## config.mk

```make
export PLATFORM = sky130hd
export DESIGN_NAME = f2h_burst_arbiter
export DESIGN_NICKNAME = d
export VERILOG_FILES = /design/src/rtl/f2h_arb_pkg.sv /design/src/rtl/f2h_burst_arbiter_rr_picker.sv /design/src/rtl/f2h_burst_arbiter.sv
export SDC_FILE = /design/constraint.sdc
export NUM_CORES = 1
export LEC_CHECK = 0
export ABC_AREA = 1
export CORE_MARGIN = 3
export CORE_UTILIZATION = 30
export CTS_CLUSTER_SIZE = 28
export DETAILED_ROUTE_END_ITERATION = 12
export HOLD_SLACK_MARGIN = 0.12
export PLACE_DENSITY = 0.7
export SLEW_MARGIN = 0
export SYNTH_ARGS = -nofsm -noshare
export SYNTH_HDL_FRONTEND = slang
export SYNTH_SLANG_ARGS = --single-unit
```

## constraint.sdc

```tcl
create_clock -name clk_in -period 3.8 [get_ports clk_in]
set_input_delay 0.76 -clock clk_in [delete_from_list [all_inputs] [get_ports clk_in]]
set_output_delay 0.76 -clock clk_in [all_outputs]
set_load 0.005 [all_outputs]
```

## src/rtl/f2h_arb_pkg.sv

```systemverilog
// rtl/f2h_arb_pkg.sv - shared types and constants for the host-bound burst arbiter
package f2h_arb_pkg;

    typedef enum logic [1:0] {
        S_IDLE,
        S_HDR,
        S_DATA
    } arbState;

    // Upper five bits of every header byte; the low three carry the source id
    localparam logic [4:0] HDR_TAG = 5'b10000;
    localparam int CNT_W = 8;
    localparam int ID_W  = 3;

    function automatic logic [7:0] mkHeader(input logic [ID_W-1:0] id);
        return {HDR_TAG, id};
    endfunction

endpackage

```

## src/rtl/f2h_burst_arbiter_rr_picker.sv

```systemverilog
// rtl/f2h_burst_arbiter_rr_picker.sv - combinational round-robin priority encoder
module rr_picker
    import f2h_arb_pkg::*;
#(
    parameter int NUM_REQ = 4
) (
    input  logic [NUM_REQ-1:0] req,
    input  logic [ID_W-1:0]    last,
    output logic               any,
    output logic [ID_W-1:0]    index
);

    logic              hiAny;
    logic [ID_W-1:0]   hiIdx;
    logic [ID_W-1:0]   loIdx;

    // Lowest requester above last wins; if none, wrap to the lowest requester overall
    always_comb begin
        hiAny = 1'b0;
        hiIdx = '0;
        loIdx = '0;
        for (int i = NUM_REQ - 1; i >= 0; i--) begin
            if (req[i]) begin
                loIdx = ID_W'(i);
                if (ID_W'(i) > last) begin
                    hiAny = 1'b1;
                    hiIdx = ID_W'(i);
                end
            end
        end
        any   = |req;
        index = hiAny ? hiIdx : loIdx;
    end

endmodule

```

## src/rtl/f2h_burst_arbiter.sv

```systemverilog
// rtl/f2h_burst_arbiter.sv - round-robin burst scheduler for the FPGA-to-host byte pipe
module f2h_burst_arbiter
    import f2h_arb_pkg::*;
#(
    parameter int NUM_REQ   = 4,
    parameter int MAX_BURST = 16
) (
    input  logic                 clk_in,
    input  logic                 reset_in,
    input  logic [8*NUM_REQ-1:0] reqData_in,
    input  logic [NUM_REQ-1:0]   reqValid_in,
    output logic [NUM_REQ-1:0]   reqReady_out,
    output logic [7:0]           outData_out,
    output logic                 outValid_out,
    input  logic                 outReady_in,
    output logic [2:0]           grant_out,
    output logic                 busy_out
);

    localparam logic [CNT_W-1:0] BURST_LIM = CNT_W'(MAX_BURST);

    arbState          state;
    arbState          nextState;
    logic [ID_W-1:0]  grant;
    logic [ID_W-1:0]  nextGrant;
    logic [ID_W-1:0]  last;
    logic [ID_W-1:0]  nextLast;
    logic [CNT_W-1:0] count;
    logic [CNT_W-1:0] nextCount;

    logic             pickAny;
    logic [ID_W-1:0]  pickIdx;

    // Requester lanes padded to eight so the 3-bit grant indexes them directly
    logic [7:0] reqBytes [8];
    logic [7:0] validPad;
    logic [7:0] curData;
    logic       curValid;

    for (genvar g = 0; g < 8; g++) begin : g_pad
        if (g < NUM_REQ) begin : g_real
            assign reqBytes[g] = reqData_in[8*g +: 8];
        end else begin : g_zero
            assign reqBytes[g] = 8'h00;
        end
    end

    assign validPad = 8'(reqValid_in);
    assign curData  = reqBytes[grant];
    assign curValid = validPad[grant];

    rr_picker #(
        .NUM_REQ (NUM_REQ)
    ) uPicker (
        .req   (reqValid_in),
        .last  (last),
        .any   (pickAny),
        .index (pickIdx)
    );

    // State, grant, round-robin pointer and burst counter registers
    always_ff @(posedge clk_in) begin
        if (!reset_in) begin
            state <= S_IDLE;
            grant <= '0;
            last  <= ID_W'(NUM_REQ - 1);
            count <= '0;
        end else begin
            state <= nextState;
            grant <= nextGrant;
            last  <= nextLast;
            count <= nextCount;
        end
    end

    // Next-state and output decode; data-phase handshakes pass straight through
    always_comb begin
        nextState    = state;
        nextGrant    = grant;
        nextLast     = last;
        nextCount    = count;
        outValid_out = 1'b0;
        outData_out  = 8'h00;
        reqReady_out = '0;
        case (state)
            S_IDLE: begin
                if (pickAny) begin
                    nextGrant = pickIdx;
                    nextState = S_HDR;
                end
            end
            S_HDR: begin
                outValid_out = 1'b1;
                outData_out  = mkHeader(grant);
                if (outReady_in) begin
                    nextCount = '0;
                    nextState = S_DATA;
                end
            end
            S_DATA: begin
                outValid_out = curValid;
                outData_out  = curData;
                for (int i = 0; i < NUM_REQ; i++) begin
                    reqReady_out[i] = outReady_in && (grant == ID_W'(i));
                end
                if (!curValid) begin
                    nextLast  = grant;
                    nextState = S_IDLE;
                end else if (outReady_in) begin
                    nextCount = count + 1'b1;
                    if (nextCount == BURST_LIM) begin
                        nextLast  = grant;
                        nextState = S_IDLE;
                    end
                end
            end
            default: begin
                nextState = S_IDLE;
            end
        endcase
    end

    assign grant_out = grant;
    assign busy_out  = (state != S_IDLE);

endmodule

```

; Word level (Yosys, flattened, before mapping)
; Cells that the tools add are included.
[totals]
reg_bits = 16
[classes]
mux = 42
eq_ne = 14
reduce_logical = 13
bitwise_logic = 1
magnitude_cmp = 6
addsub = 1
[ops]
columns = op, n
row1 = 8-bit 2-to-1 mux, 5
row2 = 3-bit 2-to-1 mux, 11
row3 = 8-bit case mux with 2 select lines, 2
row4 = 8-bit binary-select mux with 3-bit select, 1
row5 = 2-bit 2-to-1 mux, 10
row6 = "2-bit inequality test, second input constant", 5
row7 = 1-bit 2-to-1 mux, 9
row8 = "8-bit by 1-bit adder with 8-bit output, second input constant", 1
row9 = "8-bit by 5-bit equality test with 1-bit output, second input constant", 1
row10 = 4-bit AND reduction, 2
row11 = "3-bit by 2-bit equality test with 1-bit output, second input constant", 2
row12 = "1-bit by 3-bit greater-than comparator with 1-bit output, first input constant", 2
row13 = "2-bit by 3-bit greater-than comparator with 1-bit output, first input constant", 2
row14 = "3-bit inequality test, second input constant", 2
row15 = 2-bit case mux with 3 select lines, 1
row16 = "4-bit >= comparator, second input constant", 1
row17 = 1-bit logical AND, 4
row18 = "3-bit by 4-bit less-than comparator with 1-bit output, second input constant", 1
row19 = 4-bit 2-to-1 mux, 1
row20 = 3-bit NOT with 4-bit output, 1
row21 = 2-bit nonzero test, 2
row22 = 4-bit OR reduction, 1
row23 = 1-bit binary-select mux with 3-bit select, 1
row24 = "3-bit by 1-bit equality test with 1-bit output, second input constant", 1
row25 = other kinds (8), 8

; Depth between registers and ports, before layout
[logic_depth]
word_depth = 10
mapped_depth = 13

; Hierarchy
; A second synthesis with hierarchy kept.
[hier_totals]
cells_unflattened = 221
hier_area_um2 = 1323.8
[modules_own_cells]
columns = mod, seq_area_each_um2, cells_each, area_each_um2, instances
row1 = f2h_burst_arbiter, 320.3, 195, 1214.9, 1
row2 = rr_picker, 0.0, 26, 108.9, 1

; Worst setup path after synthesis
; No wires, ideal clock.
[synth_path]
path_type = input port to output port
from = input port reqValid_in[0]
to = output port outValid_out
path_slack_ps = 1709
t_required_ps = 3040
path_stages = 6
t_arrival_ps = 1331
cell_sequence = inv_1 o21ai_0 nand2_1 nand3_2 nand2_4 a21boi_0
[synth_via]
elab_chain_cells = 3
[synth_lines]
columns = element, line
row1 = start: declaration, f2h_burst_arbiter.sv:11  ; input logic [NUM_REQ-1:0] reqValid_in,
row2 = 1-bit binary-select mux with 3-bit select, f2h_burst_arbiter.sv:50  ; assign curValid = validPad[grant];
row3 = 1-bit 2-to-1 mux (not written as such), f2h_burst_arbiter.sv:50
row4 = 1-bit case mux with 2 select lines, f2h_burst_arbiter.sv:85  ; case (state)
row5 = end: declaration, f2h_burst_arbiter.sv:14  ; output logic outValid_out,
; No other way between the ends. The select of a mux whose other input is x is not followed.

; Final worst setup path
; Same ends and word-level chain as after synthesis.

==> out/summary.txt <==
Number of antenna violations at the first check in global routing: 0
Clock root buffer: sky130_fd_sc_hd__clkbuf_8
Die Area: 4900 um2
Detailed-route via count: 1425
Fraction of final layout cells sized beyond drive strength 1: 6.22%
Crit Reg-Reg Startpoint: count[0]$_SDFFE_PN0P_
First-pass GRT wire length: 6150 um
Clock input transition at the sequential cells of the worst setup and hold paths: 0.05 ns
Overall power consumption: 0.938 mW
Resized cells post-CTS: 0
Startpoint of the most critical setup path: reqValid_in[0]
Post-layout minimum cycle time: 3.31 ns
I/O pin count: 56
Area Overhead vs Synth: 48.0%
Register-to-Register Setup Slack: 1.93 ns
Standard cell core area: 3800 um2
Global placement routability congestion: 0.816
Site row count: 22
Min-delay worst type: reg2reg
Post-CTS setup buffer count: 0
Leakage power total: 0.771 nW
TritonCTS Sinks: 14
Area leader, netlist: sky130_fd_sc_hd__dfxtp_1
Maxcap violations: 0
Run status: completed
Initial core utilization: 32.3%
Highest achievable clock rate: 0.303 GHz
Flip-flop and latch count after synthesis: 14
DR vias/cell: 4.93
Fraction of synthesized area in multiplexers: 0%
Worst Setup EP: outValid_out
Crit Path Category: in2out
Chip Height: 70.0 um
Aggregate global-route resource usage: 15.0%
TritonCTS clock tree: done
Worst slack after detailed placement: 0.535 ns
Final slew viol count: 0
Peak fanout along the critical path: 4
Post-synth top area share: 22.8%
Finished Layout Cells: 289
Worst Skew: 0.000589 ns
Net count reported at finish: 286
Deepest clock path buffer count: 2
Number of DRC violations after detailed routing: 0
Power density over the cells: 517 nW/um2
Gate count after technology mapping: 190
Origin of the worst min-delay path: count[7]$_SDFFE_PN0P_
Syn. warnings: 0
Simple-gate share of the synthesized area: 31.6%
Antenna violation net count after detailed routing: 0
Maximum resistive drop on vdd: 255 uV
Most frequent cells in the layout: 54 x sky130_fd_sc_hd__clkdlybuf4s50_1, 37 x sky130_fd_sc_hd__nand2_1, 27 x sky130_fd_sc_hd__inv_1
Dominant combinational cell family by area after synthesis: simple AND/OR/NAND/NOR gates
Count of buffers inserted at the top-level ports: 54
Startpoint class of the critical path: primary input
Kind of end point of the critical path: primary output
Arrival time of data at the critical path endpoint: 2.55 ns
Post-synthesis instance area: 1230 um2
Xor and xnor fraction of the mapped netlist area: 0.714%
Pin count of the biggest net entering global routing: 15
Total CTS buffers: 3
Most common library cell in the layout ignoring fill and taps: sky130_fd_sc_hd__clkdlybuf4s50_1
Post-Route Setup TNS: 0 ns
Area contributors post-synth: sky130_fd_sc_hd__dfxtp_1 23%, sky130_fd_sc_hd__nand2_1 11%, sky130_fd_sc_hd__inv_1 8.3%
Post-synthesis net count: 233
Area taken by flip-flops and latches: 280 um2
Fillers: 399
Worst path setup slack after routing: 0.495 ns
Area taken by multi-input logic gates: 779 um2
Number of antenna cells inserted: 0
Die outline width: 70.0 um
Violation count after the first detailed-routing iteration: 63
Overall routed net length: 3700 um
RSZ-0062 raised after global routing: false
Clock Latency Late Sink: 0.24 ns
Post-cts hold buffer count: 0
DRT Pass-1 Iters: 6
Placed Instances: 286
Total global routing overflow: 0
Endpoints failing setup: 0
Worst-case reg-to-reg path depth: 10
DP HPWL: 2970 um
Share of the synthesized area in compound gates (AO/OA/AOI/OAI): 26.8%
Average cell area after synthesis: 6.46 um2
Via count of the first global-routing pass: 1284
Hold Vio Cnt, Final: 0
CTS H-Tree Depth: 1
Average wire length per cell after detail routing: 12.8 um
Worst reg2reg path endpoint: last[1]$_SDFFE_PN1P_
Number of library cell types mapped by synthesis: 32
Period Utilization, post-route: 87.0%
Post-synthesis adder-cell area fraction: 4.08%
CP Data Required Time: 3.04 ns
Seq/Total Area, Yosys: 22.8%
## sequential cells by signal (all words and copies together), names as in the netlist
register and flops:
last 2, count 8, grant_out 2, state 2
## report_power, final
group          switching (mW)  internal, mW
sequential             0.0575         0.188
clock                  0.0484        0.0701
combinational           0.324         0.250
## kinds of logic after synthesis
group                    Yosys count
AND/OR/NAND/NOR                   82
flip-flops                        14
adder cells (fa/ha/maj)            4
XOR/XNOR                           1
AO/OA/AOI/OAI                     52
other                              1
buffers and inverters             36
## per-layer routing
metal / vias to the layer above / wire [um] / track usage, %
met5: - / 0 / 0
met4: 0 / 53 / 3.40
met3: 6 / 121 / 2.88
met2: 30 / 1680 / 22.9
met1: 643 / 1850 / 21.8
li1: 746 / - / -
## per-stage QoR
stage	util, %	cell area, um2	hold slack (ns)
after CTS	47.8	1820	0.476
after global placement	46.7	1780	0.460
after detailed placement	46.7	1780	0.468
after global routing	47.8	1820	0.504
after floorplan	-	1230	0.445
final	47.8	1820	0.478
## Yosys cell counts, drive strengths merged
cell type and number:
nand4 5, a21oi 17, nor2 18, xor2 1, clkinv 1, a221oi 4
buf 5, o22ai 3, a22o 1, o21ai 14, a22oi 10, nand3 13
clkbuf 1, inv 29, nand2 42, nor3 3, ha 4, conb 1
o2bb2ai 2, dfxtp 14, a21boi 1, nand3b 1
## cell type report
class                      count  share of cell area (%)
clock buffer                   3                    2.27
multi-input combinational    140                    42.9
tap                           48                    3.31
timing repair buffer          54                    29.8
sequential                    14                    15.4
inverter                      30                    6.34
## worst max-delay path, stage by stage
cell and delay, ns:
sky130_fd_sc_hd__clkdlybuf4s50_1 0.51, sky130_fd_sc_hd__inv_1 0.08, sky130_fd_sc_hd__o21ai_0 0.15, sky130_fd_sc_hd__nand2_1 0.10, sky130_fd_sc_hd__nand3_2 0.09, sky130_fd_sc_hd__nand2_4 0.06
sky130_fd_sc_hd__a21boi_0 0.24, sky130_fd_sc_hd__clkdlybuf4s50_1 0.56
## how the worst min path moves through the flow
stage	end	depth (start not counted)
2_1_floorplan	count[7]$_SDFFE_PN0P_	2
3_3_place_gp	count[7]$_SDFFE_PN0P_	2
3_5_place_dp	count[7]$_SDFFE_PN0P_	2
4_1_cts	count[7]$_SDFFE_PN0P_	2
5_1_grt	last[0]$_SDFFE_PN1P_	2
6_report	count[7]$_SDFFE_PN0P_	2
Power figures use the tool's default switching activity.
